==> src/rtl/obi_apb_ss_bridge.sv <==
// OBI-to-APB bridge fanning out to NUM_SS equally sized subsystem slots.
// One outstanding transfer; ACCESS phase aborted after TIMEOUT_CYC cycles.
module obi_apb_ss_bridge #(
  parameter int                NUM_SS      = 5,
  parameter int                OBI_AW      = 32,
  parameter int                OBI_DW      = 32,
  parameter int                OBI_IDW     = 1,
  parameter int                APB_AW      = 12,
  parameter logic [OBI_AW-1:0] BASE_ADDR   = 32'h0102_0000,
  parameter int                TIMEOUT_CYC = 255
) (
  input  logic                     clk_i,
  input  logic                     rst_i,
  input  logic                     obi_req_i,
  output logic                     obi_gnt_o,
  input  logic [OBI_AW-1:0]        obi_addr_i,
  input  logic                     obi_we_i,
  input  logic [OBI_DW/8-1:0]      obi_be_i,
  input  logic [OBI_DW-1:0]        obi_wdata_i,
  input  logic [OBI_IDW-1:0]       obi_aid_i,
  output logic                     obi_rvalid_o,
  input  logic                     obi_rready_i,
  output logic [OBI_DW-1:0]        obi_rdata_o,
  output logic                     obi_err_o,
  output logic [OBI_IDW-1:0]       obi_rid_o,
  input  logic [NUM_SS-1:0]        ss_en_i,
  output logic [NUM_SS-1:0]        apb_psel_o,
  output logic                     apb_penable_o,
  output logic [APB_AW-1:0]        apb_paddr_o,
  output logic                     apb_pwrite_o,
  output logic [OBI_DW-1:0]        apb_pwdata_o,
  output logic [OBI_DW/8-1:0]      apb_pstrb_o,
  input  logic [NUM_SS*OBI_DW-1:0] apb_prdata_i,
  input  logic [NUM_SS-1:0]        apb_pready_i,
  input  logic [NUM_SS-1:0]        apb_pslverr_i,
  output logic [7:0]               timeout_cnt_o
);

  localparam int SW = (NUM_SS > 1) ? $clog2(NUM_SS) : 1;
  localparam int BW = OBI_DW / 8;

  typedef enum logic [1:0] {IDLE, SETUP, ACCESS, RESP} state_t;

  state_t              state, state_nxt;
  logic [APB_AW-1:0]   paddr_q;
  logic                we_q;
  logic [BW-1:0]       be_q;
  logic [OBI_DW-1:0]   wdata_q;
  logic [OBI_DW-1:0]   rdata_q;
  logic [OBI_IDW-1:0]  aid_q;
  logic [SW-1:0]       slot_q;
  logic                err_q;
  logic [15:0]         acc_cnt;
  logic [7:0]          tout_cnt;

  logic [OBI_AW-1:0]   slot_full;
  logic                dec_err;
  logic [NUM_SS-1:0]   psel_vec;
  logic                pready_sel;
  logic                pslverr_sel;
  logic [OBI_DW-1:0]   prdata_sel;
  logic                tout_hit;

  assign slot_full = (obi_addr_i - BASE_ADDR) >> APB_AW;

  // Out-of-range slot indices never reach ss_en_i: the loop only matches real slots.
  always_comb begin
    dec_err = 1'b1;
    if (obi_addr_i >= BASE_ADDR) begin
      for (int k = 0; k < NUM_SS; k++) begin
        if (slot_full == OBI_AW'(k)) dec_err = ~ss_en_i[k];
      end
    end
  end

  always_comb begin
    psel_vec    = '0;
    pready_sel  = 1'b0;
    pslverr_sel = 1'b0;
    prdata_sel  = '0;
    for (int k = 0; k < NUM_SS; k++) begin
      if (slot_q == SW'(k)) begin
        psel_vec[k] = 1'b1;
        pready_sel  = apb_pready_i[k];
        pslverr_sel = apb_pslverr_i[k];
        prdata_sel  = apb_prdata_i[k*OBI_DW +: OBI_DW];
      end
    end
  end

  assign tout_hit = (acc_cnt == 16'(TIMEOUT_CYC));

  always_ff @(posedge clk_i) begin
    if (rst_i) state <= IDLE;
    else       state <= state_nxt;
  end

  always_comb begin
    state_nxt     = state;
    obi_gnt_o     = 1'b0;
    obi_rvalid_o  = 1'b0;
    apb_psel_o    = '0;
    apb_penable_o = 1'b0;
    unique case (state)
      IDLE: begin
        obi_gnt_o = ~rst_i;
        if (obi_req_i && !rst_i) state_nxt = dec_err ? RESP : SETUP;
      end
      SETUP: begin
        apb_psel_o = psel_vec;
        state_nxt  = ACCESS;
      end
      ACCESS: begin
        apb_psel_o    = psel_vec;
        apb_penable_o = 1'b1;
        if (pready_sel || tout_hit) state_nxt = RESP;
      end
      RESP: begin
        obi_rvalid_o = 1'b1;
        if (obi_rready_i) state_nxt = IDLE;
      end
      default: state_nxt = IDLE;
    endcase
  end

  always_ff @(posedge clk_i) begin
    if (rst_i) begin
      paddr_q  <= '0;
      we_q     <= 1'b0;
      be_q     <= '0;
      wdata_q  <= '0;
      rdata_q  <= '0;
      aid_q    <= '0;
      slot_q   <= '0;
      err_q    <= 1'b0;
      acc_cnt  <= '0;
      tout_cnt <= '0;
    end else begin
      if (state == IDLE && obi_req_i) begin
        paddr_q <= obi_addr_i[APB_AW-1:0];
        we_q    <= obi_we_i;
        be_q    <= obi_be_i;
        wdata_q <= obi_wdata_i;
        aid_q   <= obi_aid_i;
        slot_q  <= slot_full[SW-1:0];
        err_q   <= dec_err;
        rdata_q <= '0;
      end
      if (state == SETUP) acc_cnt <= 16'd1;
      // pready wins over a timeout landing on the same cycle
      if (state == ACCESS) begin
        if (pready_sel) begin
          err_q   <= pslverr_sel;
          rdata_q <= we_q ? '0 : prdata_sel;
        end else if (tout_hit) begin
          err_q   <= 1'b1;
          rdata_q <= '0;
          if (tout_cnt != 8'hFF) tout_cnt <= tout_cnt + 8'd1;
        end else begin
          acc_cnt <= acc_cnt + 16'd1;
        end
      end
    end
  end

  assign apb_paddr_o   = paddr_q;
  assign apb_pwrite_o  = we_q;
  assign apb_pwdata_o  = wdata_q;
  assign apb_pstrb_o   = we_q ? be_q : '0;
  assign obi_rdata_o   = rdata_q;
  assign obi_err_o     = err_q;
  assign obi_rid_o     = aid_q;
  assign timeout_cnt_o = tout_cnt;

endmodule

==> config.mk <==
export PLATFORM = sky130hd
export DESIGN_NAME = obi_apb_ss_bridge
export DESIGN_NICKNAME = d
export VERILOG_FILES = /design/src/rtl/obi_apb_ss_bridge.sv
export SDC_FILE = /design/constraint.sdc
export NUM_CORES = 1
export LEC_CHECK = 0
export CAP_MARGIN = 0
export CORE_ASPECT_RATIO = 0.5
export CORE_UTILIZATION = 38
export DETAILED_ROUTE_END_ITERATION = 12
export GPL_TIMING_DRIVEN = 0
export PLACE_DENSITY = 0.82
export SLEW_MARGIN = 20
export SYNTH_ARGS = -nofsm -noshare
export SYNTH_HDL_FRONTEND = slang
export SYNTH_SLANG_ARGS = --single-unit
==> constraint.sdc <==
create_clock -name clk_i -period 3.1 [get_ports clk_i]
set_input_delay 0.62 -clock clk_i [delete_from_list [all_inputs] [get_ports clk_i]]
set_output_delay 0.62 -clock clk_i [all_outputs]
set_load 0.05 [all_outputs]
==> metrics.csv, run 1 <==
metric,value,unit
status,completed,
worst_pin_slew,0.607,ns
synthCells,615,
met3_usage,0.0760,
finalCriticalPeriod,3.00,ns
synth_top_area_frac,0.396,
fillerInstances,1146,
critPathLaunchType,input port,
clockRootBuffer,clkbuf_16,
dieHeight,88.3,um
p_per_area,596,mW/mm^2
grt_pass1_vias,6069,
placed_area,0.00938,sq mm
worst-r2r-cell-count,7,
worst_r2r_endpoint,be_q[3]$_SDFFE_PP0P_,
antenna_found_initial,2,
area_growth,71.5,%
relSlewSlack,0.594,
synth_area_leaders,"dfxtp_1 40%, mux4_2 14%, nand2_1 8.4%, a21oi_1 6.7%, o2bb2ai_1 5.0%",
met2_usage,0.469,
setup_viol,0,
globalRouteOverflowTotal,0,
end_kind,primary output,
grt.total_usage,0.286,
gp_congestion,0.897,
final_area,0.00971,sq mm
drive_gt1_frac,0.0829,
min_period_over_period,0.969,
fmax,0.333,GHz
synth_area_per_cell,9.20,sq um
yosys-top-cells-count,"127 x nand2_1, 112 x dfxtp_1, 76 x a21oi_1, 34 x mux4_2",
rsz0062_at_grt,false,
coreArea,0.0145,sq mm
final_max_slew_viol_count,0,
ctsHoldBuffers,0,
synthArstFlopShare,0,
die_w,175,um
initial_core_util,0.390,
hold_path.class,flip-flop to flip-flop,
wl_per_cell,19.5,um
ys_types,59,
cts.path.max_buffers,2,
crit_required,2.48,ns
drtPass1Iterations,5,
hold_violations,0,
holdPathEnd,apb_pwdata_o[12]$_SDFFE_PP0P_,
cts_tree,built,
port_buffers,347,
grtUsageMet1,0.379,
r2r-start,state[0]$_SDFFE_PP0P_,
p_total,5.79,mW
synth_top_flop_cell,dfxtp_1,
leakagePower,3.41,nW
final_core_util,0.669,
yosysSeqAreaShare,0.396,
holdPathStages,2,
r2r_slack,0.78,ns
synth_most_common_cell,nand2_1,
layout.nets,1228,
drtIter0Drc,454,
vias_per_cell,5.40,
htreeDepth,3,
hp-start,apb_pwdata_o[12]$_SDFFE_PP0P_,
std_cell_rows,31,
max_cap_violations,0,
wl,23000,um
cts_sinks,112,
synth_top_cell_by_area,dfxtp_1,
fin_cells,1176,
die-area,0.0154,sq mm
busiest_layer,met2,
grt_pass1_wl,34000,um
num_vias,6349,
crit_path_max_fanout,10,
synth_enable_flop_cells,0,
clock_latency,0.36,ns
worstPathArrival,2.38,ns
grt_max_degree,25,
drc_errors,0,
fin_worst_skew,0.0190,ns
hpwl,18500,um
post_cts_buffers,0,
criticalPathCategory,input port to primary output,
ioPinCount,348,
antenna_left,0,
synth_seq_cells,112,
dp_cells,1160,
synthesis.nets,871,
hold_ws,0.458,ns
ir_worst_vdd,0.434,mV
path_clk_slew,0.08,ns
synthesis.area,0.00566,sq mm
cts_inserted_buffers,9,
yosys_warnings,0,
layout by cell type, fill, tap and decap left out, drive strengths merged, types with 14 or more instances in the layout:
master,count
a21oi,77
inv,14
o2bb2ai,32
a22oi,33
nand2,127
clkdlybuf4s50,346
dfxtp,112
mux4,34
clkbuf,41
nor2,22
sequential cells by signal, indices dropped and copies added, names as in the netlist:
register,count
obi_rid_o,1
apb_pwrite_o,1
slot_q,3
state,2
obi_err_o,1
apb_paddr_o,12
timeout_cnt_o,8
acc_cnt,16
be_q,4
apb_pwdata_o,32
obi_rdata_o,32
stage by stage:
step | TNS (ns) | setup slack [ns]
finish | 0 | 0.0971
global route | 0 | 0.0244
CTS | 0 | 0.00667
detailed placement | -1.04 | -0.258
global placement | -0.941 | -0.242
floorplan | 0 | 0.294
logic make-up after synthesis:
logic type               after synthesis  synth area share
AO/OA/AOI/OAI                        183             0.221
adder cells (fa/ha/maj)                7            0.0155
multiplexers                          38             0.143
AND/OR/NAND/NOR                      217             0.178
XOR/XNOR                               3           0.00464
flip-flops                           112             0.396
buffers and inverters                 55            0.0411
power by group:
group	switching (mW)	leakage (nW)	internal (mW)
logic	1.70	2.34	1.10
registers	0.124	0.912	1.63
clock network	0.636	0.156	0.593
total	2.46	3.41	3.32
metal layers:
metal  vias to the layer above  wire [um]  part of all wire
met3                        38       1630             0.071
met2                       235      10900              0.48
li1                       3010          -                 -
met5                         -          0                 0
met4                         0        458             0.020
met1                      3066       9940              0.43
what timing repair did:
item                                   in CTS  in global routing
endpoints found under the hold margin       0                  0
setup endpoints to repair                   5                  3
gates resized for setup                     1                  5
pin swaps                                   0                  0
layout make-up:
class	count	area, sq um	share of cell area
buffer	44	196	0.0202
timing repair buffer	347	3480	0.358
inverter	10	37.5	0.00387
clock inverter	7	96.3	0.00992
antenna	1	2.50	0.000258
multi-input combinational	448	3190	0.328
tap	198	248	0.0255
sequential	112	2240	0.231
clock buffer	9	225	0.0232
worst max-delay path, cell delays in order:
cell             delay [ns]
clkdlybuf4s50_1        0.43
clkbuf_2               0.24
nor2b_1                0.19
clkdlybuf4s50_1        0.89
worst max path at each step:
stage | from | end | slack, ns | cells past startpoint
2_1_floorplan | slot_q[1]$_SDFFE_PP0P_ | apb_psel_o[2] | 0.29 | 4
3_3_place_gp | slot_q[1]$_SDFFE_PP0P_ | apb_psel_o[2] | -0.24 | 5
3_5_place_dp | slot_q[1]$_SDFFE_PP0P_ | apb_psel_o[2] | -0.26 | 5
4_1_cts | rst_i | obi_gnt_o | 0.007 | 4
5_1_grt | slot_q[0]$_SDFFE_PP0P_ | apb_psel_o[0] | 0.02 | 4
6_report | rst_i | obi_gnt_o | 0.1 | 4
No activity file was read; power rests on OpenSTA's default activity.
==> inputs of run 2 (changes only) <==
==> constraint.sdc (replaced) <==
create_clock -name clk_i -period 3.4 [get_ports clk_i]
set_input_delay 0.68 -clock clk_i [delete_from_list [all_inputs] [get_ports clk_i]]
set_output_delay 0.68 -clock clk_i [all_outputs]
set_load 0.05 [all_outputs]
==> run 2 against run 1 <==
Compared with the run above: total power down 8.8%; non-clock buffer count unchanged; hold slack unchanged; wire length about the same; first-iteration DRC count down 2.4%; global-route usage unchanged; core utilization about the same; setup slack better by 0.064 ns; via count up 0.16%; clock skew about the same; sequential share of layout area about the same; combinational power down 8.9%; largest cell class unchanged.
==> metrics.csv, run 2 (synthesis results as in run 1) <==
metric,value,unit,change
status,completed,,
vias_per_cell,5.41,,+0.16%
htreeDepth,3,,unchanged
ctsHoldBuffers,0,,unchanged
worst_pin_slew,0.607,ns,unchanged
final_cell_mix,"347 x clkdlybuf4s50_1, 127 x nand2_1, 112 x dfxtp_1",,
worst_r2r_endpoint,be_q[3]$_SDFFE_PP0P_,,
final_core_util,0.669,,about the same
drtIter0Drc,443,,-2.4%
drc_errors,0,,unchanged
die-area,0.0154,sq mm,unchanged
cts_sinks,112,,unchanged
ir_worst_vdd,0.396,mV,-8.8%
final_common_cell,clkdlybuf4s50_1,,
initial_core_util,0.390,,unchanged
crit_required,2.72,ns,+0.24 ns
hold_violations,0,,unchanged
clock_latency,0.36,ns,about the same
final_max_slew_viol_count,0,,unchanged
hold_path.class,flip-flop to flip-flop,,
post_cts_buffers,0,,unchanged
finalCriticalPeriod,3.24,ns,
startpoint,rst_i,,
path_clk_slew,0.08,ns,about the same
leakagePower,3.39,nW,-0.63%
grt.total_usage,0.286,,unchanged
max_cap_violations,0,,unchanged
worstPathArrival,2.56,ns,+0.18 ns
area_growth,71.4,%,about the same
fin_worst_skew,0.0193,ns,+0.000321 ns
r2r-start,state[0]$_SDFFE_PP0P_,,
dieHeight,88.3,um,unchanged
clockRootBuffer,clkbuf_16,,
wl_per_cell,19.5,um,about the same
drive_gt1_frac,0.0819,,-0.00102
gp_congestion,0.897,,unchanged
die_w,175,um,unchanged
criticalPathCategory,input port to primary output,,
p_per_area,543,mW/mm^2,-8.8%
rsz0062_at_grt,false,,
antenna_left,0,,unchanged
fmax,0.309,GHz,
fin_ws,0.161,ns,+0.0640 ns
r2r_slack,1.08,ns,+0.30 ns
dpl_worst_slack,-0.0185,ns,+0.240 ns
hpwl,18500,um,unchanged
coreArea,0.0145,sq mm,unchanged
relSlewSlack,0.594,,unchanged
cts.path.max_buffers,2,,unchanged
min_period_over_period,0.953,,
std_cell_rows,31,,unchanged
grt_max_degree,25,,unchanged
drtPass1Iterations,5,,unchanged
holdPathEnd,apb_pwdata_o[12]$_SDFFE_PP0P_,,
setup_viol,0,,unchanged
globalRouteOverflowTotal,0,,unchanged
cts_tree,built,,
end_kind,primary output,,
port_buffers,347,,unchanged
cts_inserted_buffers,9,,unchanged
critPathLaunchType,input port,,
grt_pass1_vias,6069,,unchanged
wl,23000,um,about the same
crit_path_max_fanout,10,,unchanged
worst-r2r-cell-count,7,,unchanged
num_vias,6359,,+0.16%
holdPathStages,2,,unchanged
grt_pass1_wl,34000,um,unchanged
cts-resized-gates,1,,unchanged
antenna_found_initial,2,,unchanged
layout.nets,1228,,unchanged
ioPinCount,348,,unchanged
finalSetupTns,0,ns,unchanged
hp-start,apb_pwdata_o[12]$_SDFFE_PP0P_,,
run 2: cell count changes in the layout (fill, tap and decap cells not counted), sizes merged:
cell	before	now
dlymetal6s2s	1	0
clkdlybuf4s50	346	347
run 2: final cells by class:
type	instances	area (sq um)
plain buffers	44	193
inverters	10	37.5
multi-input cells	448	3190
well taps	198	248
repair buffers	347	3470
flip-flops and latches	112	2240
clock buffers	9	225
clock inverters	7	96.3
fillers	1146	4800
diodes	1	2.50
run 2: report_power, final:
| group | leakage, nW | internal (mW) | switching, mW |
|---|---|---|---|
| clock network | 0.156 | 0.541 | 0.579 |
| logic | 2.32 | 1.00 | 1.55 |
| registers | 0.912 | 1.49 | 0.113 |
run 2: critical path: stages:
cell             delay (ns)
clkdlybuf4s50_1        0.49
clkbuf_1               0.47
nor2b_1                0.13
clkdlybuf4s50_1        0.78
run 2: how the worst max path moves through the flow:
stage | cells past startpoint | slack, ns | endpoint
after detailed placement | 5 | -0.02 | apb_psel_o[2]
after global routing | 4 | 0.11 | obi_gnt_o
after floorplan | 4 | 0.53 | apb_psel_o[2]
after CTS | 4 | 0.19 | obi_gnt_o
after global placement | 5 | -0.002 | apb_psel_o[2]
final | 4 | 0.16 | obi_gnt_o
run 2: metal layers:
| metal | GRT usage | vias up | wire length [um] |
|---|---|---|---|
| li1 | - | 3008 | - |
| met1 | 0.379 | 3065 | 9890 |
| met2 | 0.469 | 246 | 10900 |
| met3 | 0.0760 | 40 | 1680 |
| met4 | 0.0711 | 0 | 469 |
| met5 | 0 | - | 0 |
run 2: stage by stage:
step | cell area, sq um | hold WS [ns] | cells | power, mW
floorplan | 5660 | 0.432 | 615 | 3.19
global route | 9700 | 0.473 | 1175 | 5.53
detailed placement | 9380 | 0.446 | 1160 | 4.17
finish | 9700 | 0.458 | 1176 | 5.27
CTS | 9700 | 0.457 | 1175 | 5.29
global placement | 9380 | 0.439 | 1160 | 4.12
==> inputs of run 3 (changes only) <==
--- a/config.mk
+++ b/config.mk
@@ -6,11 +6,11 @@
 export NUM_CORES = 1
 export LEC_CHECK = 0
 export CAP_MARGIN = 0
-export CORE_ASPECT_RATIO = 0.5
-export CORE_UTILIZATION = 38
+export CORE_AREA = 2 2 134 136
 export DETAILED_ROUTE_END_ITERATION = 12
+export DIE_AREA = 0 0 136 138
+export DONT_BUFFER_PORTS = 1
 export GPL_TIMING_DRIVEN = 0
-export PLACE_DENSITY = 0.82
 export SLEW_MARGIN = 20
 export SYNTH_ARGS = -nofsm -noshare
 export SYNTH_HDL_FRONTEND = slang
==> run 3 against run 2 <==
Compared with the run above: critical path depth is the same; sequential share of layout area grew 13 points; wire length shrank 11%; maximum frequency grew 6.4%; clock-buffer cell count grew 1; register-to-register slack lost 0.20 ns; via count shrank 22%; critical endpoint is now apb_psel_o[4].
==> metrics.csv, run 3 (synthesis results as in run 1) <==
metric,value,unit,change
drive_gt1_frac,0.130,,+0.0481
status,completed,,
p_int,2.50,mW,-17%
final_common_cell,nand2_1,,
dieHeight,138,um,+56%
final_cell_mix,"127 x nand2_1, 112 x dfxtp_1, 76 x a21oi_1",,
placed_area,0.00596,sq mm,-37%
vias_per_cell,5.77,,+6.7%
end_kind,primary output,,
hold_ws,0.442,ns,-0.0165 ns
finalSetupTns,0,ns,unchanged
pwr-share-comb,0.313,,-0.171
fin_worst_skew,0.0133,ns,-0.00605 ns
cts_tree,built,,
fin_ws,0.357,ns,+0.196 ns
dpl_worst_slack,0.293,ns,+0.311 ns
cts_sinks,112,,unchanged
switching_share,0.457,,+0.0318
wl_per_cell,23.5,um,+20%
die-area,0.0188,sq mm,+22%
p_total,4.61,mW,-13%
drtPass1Iterations,5,,unchanged
port_buffers,0,,-100%
hold_path.class,input port to flip-flop,,
setup_viol,0,,unchanged
gp_congestion,0.829,,-7.6%
initial_core_util,0.323,,-0.0674
relSlewSlack,0.344,,-0.251
leakagePower,2.06,nW,-39%
crit_required,2.72,ns,about the same
sequentialPowerShare,0.460,,+0.156
criticalPathCategory,flip-flop to primary output,,
globalRouteOverflowTotal,0,,unchanged
std_cell_rows,49,,+58%
area_growth,10.7,%,
path_clk_slew,0.08,ns,about the same
grt_pass1_wl,29300,um,-14%
ioPinCount,348,,unchanged
final_max_slew_viol_count,0,,unchanged
final_area,0.00626,sq mm,-35%
p_per_area,735,mW/mm^2,+35%
antenna_left,0,,unchanged
cts_inserted_buffers,9,,unchanged
wl,20300,um,-11%
ctsHoldBuffers,0,,unchanged
layout.nets,882,,-28%
clock_latency,0.36,ns,about the same
final_core_util,0.357,,-0.312
fmax,0.329,GHz,+6.4%
worst-r2r-cell-count,9,,+2
ir_worst_vdd,0.345,mV,-13%
cts.path.max_buffers,2,,unchanged
fin_cells,864,,-27%
max_cap_violations,0,,unchanged
worst_pin_slew,0.983,ns,+0.376 ns
grt_pass1_vias,4943,,-19%
cts-resized-gates,2,,+1
die_w,136,um,-22%
critPathLaunchType,flip-flop,,
num_vias,4985,,-22%
worstPathArrival,2.36,ns,-0.20 ns
coreArea,0.0175,sq mm,+21%
grt_max_degree,21,,-16%
hold_violations,0,,unchanged
antenna_found_initial,8,,+6
holdPathStages,2,,unchanged
rsz0062_at_grt,false,,
post_cts_buffers,0,,unchanged
clockRootBuffer,clkbuf_16,,
htreeDepth,3,,unchanged
hpwl,16300,um,-12%
finalCriticalPeriod,3.04,ns,-0.196 ns
p_clk_frac,0.227,,+0.015
drtIter0Drc,325,,-27%
crit_path_max_fanout,10,,unchanged
power.switching,2.11,mW,-6.1%
drc_errors,0,,unchanged
grt.total_usage,0.208,,-0.0776
min_period_over_period,0.895,,-0.0576
dp_cells,844,,-27%
run 3: cell types whose count changed in the layout (fill, tap and decap cells not counted), sizes merged:
cell | before | now
clkbuf | 41 | 43
clkdlybuf4s50 | 347 | 0
clkinv | 3 | 2
diode | 1 | 4
run 3: area by class of cell:
cell class                      instances  area (sq um)
Antenna cell                            4          10.0
Buffer                                 45           196
Clock buffer                           10           229
Clock inverter                          6          57.6
Fill cell                            1813         11300
Inverter                               10          37.5
Multi-Input combinational cell        448          3200
Sequential cell                       112          2240
Tap cell                              229           287
run 3: worst max-delay path: stages, from the launching register on:
cell and delay [ns]:
dfxtp_1 0.35, clkbuf_2 0.29, clkbuf_1 0.35, nand2b_1 0.28, nor2_1 0.72
run 3: worst paths after layout:
check | endpoint | start | slack (ns)
worst max-delay path | apb_psel_o[4] | slot_q[1]$_SDFFE_PP0P_ | 0.36
worst min-delay path | apb_paddr_o[4]$_SDFFE_PP0P_ | obi_addr_i[4] | 0.44
worst max register to register | obi_rdata_o[27]$_SDFF_PP0_ | acc_cnt[0]$_SDFF_PP0_ | 0.88
worst min register to register | be_q[3]$_SDFFE_PP0P_ | be_q[3]$_SDFFE_PP0P_ | 0.46
run 3: power by group through the flow:
stage / Combinational (mW) / Sequential [mW] / Clock, mW
2_1_floorplan: 1.10 / 2.09 / 0
3_3_place_gp: 1.43 / 2.15 / 0
3_5_place_dp: 1.45 / 2.15 / 0
4_1_cts: 1.46 / 2.12 / 1.08
5_1_grt: 1.59 / 2.14 / 1.13
6_report: 1.44 / 2.12 / 1.05
run 3: per-layer routing:
metal / up-vias / wire length (um) / global-route usage
li1: 2320 / - / -
met5: - / 30 / 0
met3: 45 / 2100 / 0.0774
met1: 2327 / 7510 / 0.235
met2: 289 / 9890 / 0.351
met4: 4 / 814 / 0.0883
